<file path="src/rtl/approx_add_pkg.sv">
// Shared types and helpers for the pipelined approximate adder.
//   clamp_k   : limits a requested approximation level to the legal maximum
//   stages_f  : number of pipeline segments for a given width / segment size
//   mode_w_f  : width of the mode_k field for a given maximum level
//   stage_ctl_t : per-stage control payload (valid, both carries, K)
package approx_add_pkg;

  // Internal K container; wide enough for any K < WIDTH up to 255.
  localparam int unsigned KW = 8;
  typedef logic [KW-1:0] k_t;

  function automatic int unsigned mode_w_f(int unsigned approx_max);
    return $clog2(approx_max + 1);
  endfunction

  // mode_k width for the default configuration (APPROX_MAX = 8).
  localparam int unsigned ModeW = mode_w_f(8);

  typedef struct packed {
    logic valid;
    logic c_apx;  // carry of the approximate sum into the next segment
    logic c_ext;  // carry of the exact sum into the next segment
    k_t   k;      // effective approximation level of this beat
  } stage_ctl_t;

  function automatic k_t clamp_k(int unsigned mode, int unsigned kmax);
    return k_t'((mode > kmax) ? kmax : mode);
  endfunction

  function automatic int unsigned stages_f(int unsigned w, int unsigned s);
    return (w + s - 1) / s;
  endfunction

endpackage

</file>
<file path="src/rtl/approx_add_if.sv">
// Valid/ready operand and result streams of the approximate adder.
//   master : operand source / result consumer (drives in_*, a, b, mode_k, out_ready)
//   slave  : the adder (drives in_ready, out_valid, sum, err)
interface approx_add_if #(
  parameter int unsigned WIDTH      = 16,
  parameter int unsigned APPROX_MAX = 8
);
  localparam int unsigned MW = approx_add_pkg::mode_w_f(APPROX_MAX);

  logic             in_valid;
  logic             in_ready;
  logic [WIDTH-1:0] a;
  logic [WIDTH-1:0] b;
  logic [MW-1:0]    mode_k;
  logic             out_valid;
  logic             out_ready;
  logic [WIDTH:0]   sum;
  logic [WIDTH:0]   err;

  modport master (
    output in_valid, a, b, mode_k, out_ready,
    input  in_ready, out_valid, sum, err
  );

  modport slave (
    input  in_valid, a, b, mode_k, out_ready,
    output in_ready, out_valid, sum, err
  );
endinterface

</file>
<file path="src/rtl/approx_add_seg.sv">
// One registered pipeline segment: adds bits [IDX*SEG +: SEG] of the operands,
// both exactly and approximately (bits below K are OR-ed with no carry chain).
//   clk, rst_n : clock, async active-low reset
//   en_i       : load enable (stage empty or draining)
//   ctl_i/o    : valid, carries and K
//   a/b_i/o    : operands, carried along for later segments
//   apx/ext_i/o: partial approximate / exact sums
module approx_add_seg
  import approx_add_pkg::*;
#(
  parameter int unsigned WIDTH = 16,
  parameter int unsigned SEG   = 4,
  parameter int unsigned IDX   = 0
) (
  input  logic             clk,
  input  logic             rst_n,
  input  logic             en_i,
  input  stage_ctl_t       ctl_i,
  input  logic [WIDTH-1:0] a_i,
  input  logic [WIDTH-1:0] b_i,
  input  logic [WIDTH-1:0] apx_i,
  input  logic [WIDTH-1:0] ext_i,
  output stage_ctl_t       ctl_o,
  output logic [WIDTH-1:0] a_o,
  output logic [WIDTH-1:0] b_o,
  output logic [WIDTH-1:0] apx_o,
  output logic [WIDTH-1:0] ext_o
);
  localparam int unsigned Base = IDX * SEG;
  localparam int unsigned SegW = ((WIDTH - Base) < SEG) ? (WIDTH - Base) : SEG;

  stage_ctl_t       ctl_d, ctl_q;
  logic [WIDTH-1:0] apx_d, apx_q, ext_d, ext_q, a_q, b_q;
  logic             c_a, c_e;

  always_comb begin
    ctl_d = ctl_i;
    apx_d = apx_i;
    ext_d = ext_i;
    c_a   = ctl_i.c_apx;
    c_e   = ctl_i.c_ext;
    for (int unsigned j = 0; j < SegW; j++) begin
      ext_d[Base+j] = a_i[Base+j] ^ b_i[Base+j] ^ c_e;
      c_e = (a_i[Base+j] & b_i[Base+j]) | (c_e & (a_i[Base+j] ^ b_i[Base+j]));
      if ((Base + j) < 32'(ctl_i.k)) begin
        // Approximated bit: OR, and the carry into bit K is a[K-1] & b[K-1].
        apx_d[Base+j] = a_i[Base+j] | b_i[Base+j];
        c_a = a_i[Base+j] & b_i[Base+j];
      end else begin
        apx_d[Base+j] = a_i[Base+j] ^ b_i[Base+j] ^ c_a;
        c_a = (a_i[Base+j] & b_i[Base+j]) | (c_a & (a_i[Base+j] ^ b_i[Base+j]));
      end
    end
    ctl_d.c_apx = c_a;
    ctl_d.c_ext = c_e;
  end

  always_ff @(posedge clk or negedge rst_n) begin
    if (!rst_n) begin
      ctl_q <= '0;
      a_q   <= '0;
      b_q   <= '0;
      apx_q <= '0;
      ext_q <= '0;
    end else if (en_i) begin
      ctl_q <= ctl_d;
      a_q   <= a_i;
      b_q   <= b_i;
      apx_q <= apx_d;
      ext_q <= ext_d;
    end
  end

  assign ctl_o = ctl_q;
  assign a_o   = a_q;
  assign b_o   = b_q;
  assign apx_o = apx_q;
  assign ext_o = ext_q;
endmodule

</file>
<file path="src/rtl/approx_add_pipe.sv">
// Pipelined approximate unsigned adder with error statistics.
//   clk, rst_n : clock, async active-low reset
//   bus        : operand / result valid-ready streams (slave side)
//   clr_stats  : synchronous clear of statistics (wins over a same-cycle beat)
//   err_max    : largest |exact - approximate| since last clear
//   err_cnt    : delivered beats with nonzero error (saturating)
//   beat_cnt   : delivered beats (saturating)
module approx_add_pipe
  import approx_add_pkg::*;
#(
  parameter int unsigned WIDTH      = 16,
  parameter int unsigned SEG        = 4,
  parameter int unsigned APPROX_MAX = 8
) (
  input  logic           clk,
  input  logic           rst_n,
  approx_add_if.slave    bus,
  input  logic           clr_stats,
  output logic [WIDTH:0] err_max,
  output logic [31:0]    err_cnt,
  output logic [31:0]    beat_cnt
);
  localparam int unsigned Stages = stages_f(WIDTH, SEG);

  // Index s is the input of segment s; index s+1 is its registered output.
  stage_ctl_t       ctl_w [Stages+1];
  logic [WIDTH-1:0] a_w   [Stages+1];
  logic [WIDTH-1:0] b_w   [Stages+1];
  logic [WIDTH-1:0] apx_w [Stages+1];
  logic [WIDTH-1:0] ext_w [Stages+1];
  logic [Stages:0]  rdy;

  assign ctl_w[0] = '{valid: bus.in_valid, c_apx: 1'b0, c_ext: 1'b0,
                      k: clamp_k(32'(bus.mode_k), APPROX_MAX)};
  assign a_w[0]   = bus.a;
  assign b_w[0]   = bus.b;
  assign apx_w[0] = '0;
  assign ext_w[0] = '0;

  // Stall chain: a segment loads when its register is empty or drains this cycle.
  always_comb begin
    rdy = '0;
    rdy[Stages] = bus.out_ready;
    for (int s = int'(Stages) - 1; s >= 0; s--) begin
      rdy[s] = !ctl_w[s+1].valid | rdy[s+1];
    end
  end

  assign bus.in_ready = rdy[0];

  for (genvar s = 0; s < Stages; s++) begin : gen_seg
    approx_add_seg #(
      .WIDTH(WIDTH),
      .SEG  (SEG),
      .IDX  (s)
    ) u_seg (
      .clk  (clk),
      .rst_n(rst_n),
      .en_i (rdy[s]),
      .ctl_i(ctl_w[s]),
      .a_i  (a_w[s]),
      .b_i  (b_w[s]),
      .apx_i(apx_w[s]),
      .ext_i(ext_w[s]),
      .ctl_o(ctl_w[s+1]),
      .a_o  (a_w[s+1]),
      .b_o  (b_w[s+1]),
      .apx_o(apx_w[s+1]),
      .ext_o(ext_w[s+1])
    );
  end

  logic [WIDTH:0] sum_apx, sum_ext, err;

  assign sum_apx = {ctl_w[Stages].c_apx, apx_w[Stages]};
  assign sum_ext = {ctl_w[Stages].c_ext, ext_w[Stages]};
  assign err     = (sum_ext >= sum_apx) ? (sum_ext - sum_apx) : (sum_apx - sum_ext);

  assign bus.out_valid = ctl_w[Stages].valid;
  assign bus.sum       = sum_apx;
  assign bus.err       = err;

  // Operands and K are fully consumed by the last segment.
  logic unused_tail;
  assign unused_tail = ^{a_w[Stages], b_w[Stages], ctl_w[Stages].k};

  logic [WIDTH:0] err_max_d, err_max_q;
  logic [31:0]    err_cnt_d, err_cnt_q, beat_cnt_d, beat_cnt_q;
  logic           hs;

  assign hs = bus.out_valid & bus.out_ready;

  always_comb begin
    err_max_d  = err_max_q;
    err_cnt_d  = err_cnt_q;
    beat_cnt_d = beat_cnt_q;
    if (clr_stats) begin
      err_max_d  = '0;
      err_cnt_d  = '0;
      beat_cnt_d = '0;
    end else if (hs) begin
      if (beat_cnt_q != '1) beat_cnt_d = beat_cnt_q + 32'd1;
      if (err != '0 && err_cnt_q != '1) err_cnt_d = err_cnt_q + 32'd1;
      if (err > err_max_q) err_max_d = err;
    end
  end

  always_ff @(posedge clk or negedge rst_n) begin
    if (!rst_n) begin
      err_max_q  <= '0;
      err_cnt_q  <= '0;
      beat_cnt_q <= '0;
    end else begin
      err_max_q  <= err_max_d;
      err_cnt_q  <= err_cnt_d;
      beat_cnt_q <= beat_cnt_d;
    end
  end

  assign err_max  = err_max_q;
  assign err_cnt  = err_cnt_q;
  assign beat_cnt = beat_cnt_q;
endmodule

</file>
<file path="src/flat_wrapper.sv">
// flat-port wrapper written by rule: the top's interface ports become plain ports
module approx_add_pipe_flat import approx_add_pkg::*;
#(
  parameter int unsigned WIDTH      = 16,
  parameter int unsigned SEG        = 4,
  parameter int unsigned APPROX_MAX = 8
)
  (clk, rst_n, clr_stats, err_max, err_cnt, beat_cnt, bus_in_valid, bus_a, bus_b, bus_mode_k, bus_out_ready, bus_in_ready, bus_out_valid, bus_sum, bus_err);
  approx_add_if #(.WIDTH(WIDTH), .APPROX_MAX(APPROX_MAX)) bus_i ();
  input  logic clk;
  input  logic rst_n;
  input  logic clr_stats;
  output logic [WIDTH:0] err_max;
  output logic [31:0] err_cnt;
  output logic [31:0] beat_cnt;
  input wire logic [$bits(bus_i.in_valid)-1:0] bus_in_valid;
  input wire logic [$bits(bus_i.a)-1:0] bus_a;
  input wire logic [$bits(bus_i.b)-1:0] bus_b;
  input wire logic [$bits(bus_i.mode_k)-1:0] bus_mode_k;
  input wire logic [$bits(bus_i.out_ready)-1:0] bus_out_ready;
  output wire logic [$bits(bus_i.in_ready)-1:0] bus_in_ready;
  output wire logic [$bits(bus_i.out_valid)-1:0] bus_out_valid;
  output wire logic [$bits(bus_i.sum)-1:0] bus_sum;
  output wire logic [$bits(bus_i.err)-1:0] bus_err;
  assign bus_i.in_valid = bus_in_valid;
  assign bus_i.a = bus_a;
  assign bus_i.b = bus_b;
  assign bus_i.mode_k = bus_mode_k;
  assign bus_i.out_ready = bus_out_ready;
  assign bus_in_ready = bus_i.in_ready;
  assign bus_out_valid = bus_i.out_valid;
  assign bus_sum = bus_i.sum;
  assign bus_err = bus_i.err;
  approx_add_pipe #(.WIDTH(WIDTH), .SEG(SEG), .APPROX_MAX(APPROX_MAX)) u_core (.clk(clk), .rst_n(rst_n), .bus(bus_i), .clr_stats(clr_stats), .err_max(err_max), .err_cnt(err_cnt), .beat_cnt(beat_cnt));
endmodule
</file>
<file path="config.mk">
export PLATFORM = sky130hd
export DESIGN_NAME = approx_add_pipe_flat
export DESIGN_NICKNAME = d
export VERILOG_FILES = /design/src/rtl/approx_add_pkg.sv /design/src/rtl/approx_add_if.sv /design/src/rtl/approx_add_seg.sv /design/src/rtl/approx_add_pipe.sv /design/src/flat_wrapper.sv
export SDC_FILE = /design/constraint.sdc
export NUM_CORES = 1
export LEC_CHECK = 0
export ABC_AREA = 0
export CORE_MARGIN = 2
export CORE_UTILIZATION = 65
export CTS_CLUSTER_DIAMETER = 150
export DETAILED_ROUTE_END_ITERATION = 7
export DONT_BUFFER_PORTS = 1
export PLACE_DENSITY = 0.86
export SLEW_MARGIN = 20
export SYNTH_ARGS = -nofsm -noshare
export SYNTH_HDL_FRONTEND = slang
export SYNTH_SLANG_ARGS = --single-unit
</file>
<file path="constraint.sdc">
create_clock -name clk -period 5.4 [get_ports clk]
set_input_delay 1.08 -clock clk [delete_from_list [all_inputs] [get_ports clk]]
set_output_delay 1.08 -clock clk [all_outputs]
set_load 0.01 [all_outputs]
</file>
After elaboration in Yosys (flattened, before gate mapping). Index checks and enable logic that the tools add are counted.

Register bits after elaboration: 293. Input bits: 41. Output and inout bits: 117. Word-level logic and storage cells: 252.

Add/sub/neg operators: 4. Order comparisons: 19. Equality and inequality tests: 2. Muxes and demuxes: 42. Bitwise gates (word level): 140. Reductions and logical operators: 13.

Operators by type and width (count): 32-bit 2-to-1 mux (6); 17-bit 2-to-1 mux (4); 32-bit by 1-bit adder with 32-bit output (second input constant) (2); 4-bit by 8-bit less-than comparator with 1-bit output (first input constant) (8); 32-bit inequality test (second input constant) (2); 1-bit OR (49); 1-bit AND (46); 1-bit bitwise XOR (45); 17-bit subtractor (2); 3-bit by 8-bit less-than comparator with 1-bit output (first input constant) (4); 1-bit 2-to-1 mux (31); 17-bit greater-or-equal comparator (1); 17-bit greater-than comparator (1); 17-bit nonzero test (1); 1-bit by 8-bit less-than comparator with 1-bit output (first input constant) (2); 2-bit by 8-bit less-than comparator with 1-bit output (first input constant) (2); 2-bit nonzero test (4); 2-bit AND reduction (3); 4-bit greater-than comparator (second input constant) (1); 1-bit zero test (4); 4-bit 2-to-1 mux (1); 1-bit logical AND (1).

Logic depth before layout (Yosys ltp).
Word-level depth: 13. Depth in mapped cells: 25. Depth with buffers taken out: 22.

By module. From an unflattened synthesis, not the netlist that was laid out.

Cells, all modules: 1704. Area total of the unflattened synthesis: 19790.2 um^2.

Modules (own cells, without submodules): approx_add_pipe (instances 1, cells each 833, area each 6776.5 um^2, sequential area each 2026.9 um^2); approx_add_seg at u_core.gen_seg[3].u_seg (instances 1, cells each 215, area each 3261.9 um^2, sequential area each 1876.8 um^2); approx_add_seg at u_core.gen_seg[1].u_seg (instances 1, cells each 218, area each 3256.9 um^2, sequential area each 1876.8 um^2); approx_add_seg at u_core.gen_seg[0].u_seg (instances 1, cells each 219, area each 3249.4 um^2, sequential area each 1876.8 um^2); approx_add_seg at u_core.gen_seg[2].u_seg (instances 1, cells each 219, area each 3245.6 um^2, sequential area each 1876.8 um^2).

Worst setup path after synthesis. Ideal clock, no wire load.

Path kind: register -> register. Start point: register u_core.gen_seg[3].u_seg.apx_q[4]. End point: register u_core.err_max_q[5] (netlist: u_core.err_max[5]). Library setup time: 0.100 ns. Arrival: 4.521 ns. Required time: 5.300 ns. Setup slack: 0.780 ns. Stages on the path, launching flop included: 24. Buffers on the path: 4. Clock period less this slack: 4.620 ns. Cells stage by stage: dfrtp_1 -> inv_1 -> ha_1 -> buf_6 -> and3_4 -> nor2b_4 -> a311oi_2 -> and3_1 -> buf_2 -> mux2i_1 -> xnor2_1 -> ha_1 -> a21o_1 -> a21o_1 -> a211oi_1 -> o21ai_0 -> a21oi_1 -> nor2_1 -> a211oi_1 -> o21ai_0 -> and2_1 -> clkbuf_1 -> buf_1 -> a311oi_1.

Longest elaborated chain between the ends: 5. Elaborated cells on any way between the ends: 10. Those cells by class: add/sub: 2; order compare: 2; mux: 4; reduce/logical: 2.

Ends and longest elaborated chain: start, declared (line approx_add_seg.sv:33) `logic [WIDTH-1:0] apx_d, apx_q, ext_d, ext_q, a_q, b_q;`; start signal, assigned (line approx_add_seg.sv:69) `apx_q <= apx_d;`; 17-bit greater-or-equal comparator (line approx_add_pipe.sv:77) `assign err = (sum_ext >= sum_apx) ? (sum_ext - sum_apx) : (sum_apx - sum_ext);`; 17-bit 2-to-1 mux (line approx_add_pipe.sv:77); named net bus_err[2] (line flat_wrapper.sv:24) `output wire logic [$bits(bus_i.err)-1:0] bus_err;`; 17-bit greater-than comparator (line approx_add_pipe.sv:104) `if (err > err_max_q) err_max_d = err;`; 2-bit nonzero test (no source line); 2-bit AND reduction (no source line); end signal, assigned (line approx_add_pipe.sv:114) `err_max_q <= err_max_d;`; end, declared (line approx_add_pipe.sv:87) `logic [WIDTH:0] err_max_d, err_max_q;`.

The timed path passes the listed nets, and every way through them passes these cells. The select of a mux whose other input is x is not followed. A chain may end at the register's enable or synchronous reset.

Worst setup path in the final report.
Start point: register u_core.gen_seg[3].u_seg.apx_q[3]. End point: register u_core.err_max_q[8] (netlist: u_core.err_max[8]).

The elaborated chain is that of the path after synthesis.

==> run_results.csv <==
group,metric,value,unit
status,status,"finished clean",
cts,cts_max_path_buffers,3,
cts,cts_hold_buffers,0,
placement,dpl.hpwl,20.3,mm
global_routing,track_usage,26.9,%
cts,cts.sinks,233,
cells_and_area,final_cell_area,14400,um^2
logic_synthesis,synth-xor-area-share,2.73,%
power_and_ir_drop,p_leak,6.70,nW
placement,gp_congestion,0.905,
route,vias,9892,
logic_synthesis,yosysUniqueCellTypes,61,
power_and_ir_drop,irDropWorstVdd,0.000316,V
sta,finalSetupTns,0,ns
logic_synthesis,synth_compound_area_share,10.6,%
logic_synthesis,synthCells,1404,
logic_synthesis,synthSimpleGateAreaFrac,16.5,%
worst_setup_path,start_kind,"flip-flop",
logic_synthesis,synth_top_area_cell,"dfrtp_1",
logic_synthesis,synth_edf_count,0,
sta,slew_violations,0,
worst_setup_path,reg2reg_depth,21,
logic_synthesis,ys_seq_elements,233,
cts,ctsResizeCount,0,
worst_setup_path,critPathArrivalTime,5.37,ns
logic_synthesis,muxShareOfSynthArea,8.28,%
logic_synthesis,yosysWarnings,0,
sta,period_needed,4.95,ns
global_routing,grt.overflow.total,0,
route,drt_first_pass_iters,5,
route,drc,0,
logic_synthesis,synth_most_common_cell,"dfrtp_1",
cells_and_area,diodes,0,
logic_synthesis,synthFlopType,"dfrtp_1",
floorplanning,die_h,148,um
sta,slew_headroom,29.6,%
cts,clock-root-buffer,"clkbuf_16",
logic_synthesis,synth_top_family_by_area,"simple AND/OR/NAND/NOR gates",
route,via_per_inst,5.99,
logic_synthesis,yosys-top-cells-count,"dfrtp_1 (233), nand2_1 (155), nor2_1 (141)",
cells_and_area,drive_above_1_share,9.99,%
worst_setup_path,worstSetupPathType,"reg -> reg",
floorplanning,initial_core_util,66.3,%
sta,finClkSkew,0.0131,ns
logic_synthesis,synth_fa_ha_area_share,12.2,%
floorplanning,dieArea,21900,um^2
global_routing,antenna_found_initial,0,
worst_setup_path,critical_path.max_fanout,16,
floorplanning,fp-row-count,52,
logic_synthesis,async_flop_share,100,%
flow_run,drv_cap,0,
cells_and_area,fin_nets,1518,
floorplanning,core,20300,um^2
placement,postPlaceCellArea,13500,um^2
route,avgRoutedWirePerCell,17.9,um
cts,cts_buffers,25,
cts,clock_latency,0.54,ns
global_routing,grt_pass1_vias,9909,
floorplanning,io_pins,158,
route,wirelength,29.5,mm
placement,io_buffers,0,
global_routing,grt_first_pass_wirelength,48.8,mm
cts,cts_setup_buffers,0,
sta,fin_crit_sh,91.7,%
worst_setup_path,rr_startpoint,"u_core.gen_seg[3].u_seg.apx_o[3]",
worst_setup_path,worstReg2RegEnd,"u_core.err_max[8]",
route,first_iter_violations,660,
logic_synthesis,synthesis.nets,1558,
cts,cts_tree,"built",
logic_synthesis,synth_area,13500,um^2
worst_hold_path,hold_path.class,"in -> async",
cells_and_area,area_growth,6.66,%
route,final_antenna_net_count,0,
sta,setup_viol,0,
sta,finalHoldViolCount,0,
global_routing,grt_max_degree,234,
logic_synthesis,synth_top_cell_area_share,43.3,%
logic_synthesis,syn_avg_cell_area,9.59,um^2
worst_setup_path,reg2reg_slack,0.45,ns
cts,h-tree-depth,1,
worst_setup_path,end_kind,"flip-flop",
worst_setup_path,crit_required,5.82,ns
floorplanning,die_w,148,um
cts,path_clk_slew,0.06,ns
sta,grt_setup_unrepaired,"false",
power_and_ir_drop,powerDensity,568,nW/um^2
logic_synthesis,seq_area_frac_synth,43.3,%
logic_synthesis,synth.top_cells.by_area,"dfrtp_1 (43%), ha_1 (7.6%), mux2_2 (6.1%)",
sta,worst_pin_slew,1.05,ns
sta,fmax,202,MHz
==> layer usage <==
metal	vias up	wire, um	track usage (%)
li1	4641	-	-
met1	4890	12700	36.5
met2	299	14100	44.8
met3	62	1690	4.66
met4	0	967	8.43
met5	-	0	0
==> cells in the final DEF (no fill, tap or decap), types with 27 or more instances in the layout <==
cell type / n
fa_1: 31
o21ai_0: 92
nand2_1: 154
mux2i_1: 27
ha_1: 82
dfrtp_1: 233
inv_1: 116
mux2_2: 73
nor2_1: 141
a21oi_1: 88
==> stage by stage <==
step	setup WS, ns	power [mW]	std cells	utilization (%)	hold slack, ns
2_1_floorplan	0.780	5.36	1404	-	0.436
3_3_place_gp	0.605	6.17	1607	66.5	0.450
3_5_place_dp	0.418	6.29	1607	66.5	0.455
4_1_cts	0.408	8.14	1651	70.7	0.227
5_1_grt	0.0659	8.71	1651	70.8	0.233
6_report	0.450	8.16	1651	70.8	0.247
==> critical path: stages (launching register included) <==
cell and delay (ns):
dfrtp_1 0.43, inv_1 0.09, ha_1 0.46, and3_4 0.27
nor2b_4 0.12, a311oi_2 0.39, and3_1 0.26, mux2i_1 0.10
xnor2_1 0.48, ha_1 0.36, a21o_1 0.16, a21o_1 0.17
a211oi_1 0.23, o21ai_0 0.12, a21oi_1 0.17, nor2_1 0.06
a211oi_1 0.23, o21ai_0 0.09, and2_1 0.17, buf_4 0.23
mux2i_1 0.18, nor2_1 0.07
==> how the worst max path moves through the flow <==
stage / startpoint / endpoint / slack, ns / cells after the start
after floorplan: u_core.gen_seg[3].u_seg.apx_o[4] / u_core.err_max[5] / 0.78 / 23
after global placement: u_core.gen_seg[3].u_seg.apx_o[3] / u_core.err_max[3] / 0.61 / 20
after detailed placement: u_core.gen_seg[3].u_seg.apx_o[3] / u_core.err_max[8] / 0.42 / 17
after CTS: u_core.gen_seg[3].u_seg.apx_o[3] / u_core.err_max[8] / 0.41 / 20
after global routing: u_core.gen_seg[3].u_seg.apx_o[3] / u_core.err_max[4] / 0.07 / 21
final: u_core.gen_seg[3].u_seg.apx_o[3] / u_core.err_max[8] / 0.45 / 21
==> cells by family (layout without fill, tap and decap cells) <==
family / Yosys count / in the layout
muxes: 102 / 102
buffers and inverters: 196 / 173
xor gates and xnor gates: 42 / 42
adders and majority gates: 113 / 113
DFF: 233 / 233
AOI/OAI and AO/OA: 248 / 248
and+or+nand+nor: 470 / 470
==> area by class of cell <==
cell class              count  area, um^2
multi-input cells         975        6800
fillers                  1439        5940
flip-flops and latches    233        5830
clock buffers              35         703
inverters                 116         435
well taps                 270         338
clock inverters             9         163
repair buffers             13        97.6
==> report_power, final <==
part	internal [mW]	switching, mW
logic	1.58	2.39
clock network	1.10	0.701
registers	2.08	0.316
==> state kept, by name (all words and copies together) (netlist names) <==
name	cells
u_core.gen_seg.u_seg.apx_o	40
u_core.gen_seg.u_seg.ext_o	40
u_core.beat_cnt	32
u_core.err_cnt	32
u_core.gen_seg.u_seg.a_o	24
u_core.gen_seg.u_seg.b_o	24
u_core.gen_seg.u_seg.ctl_o	24
u_core.err_max	17
Power figures use the tool's default switching activity.
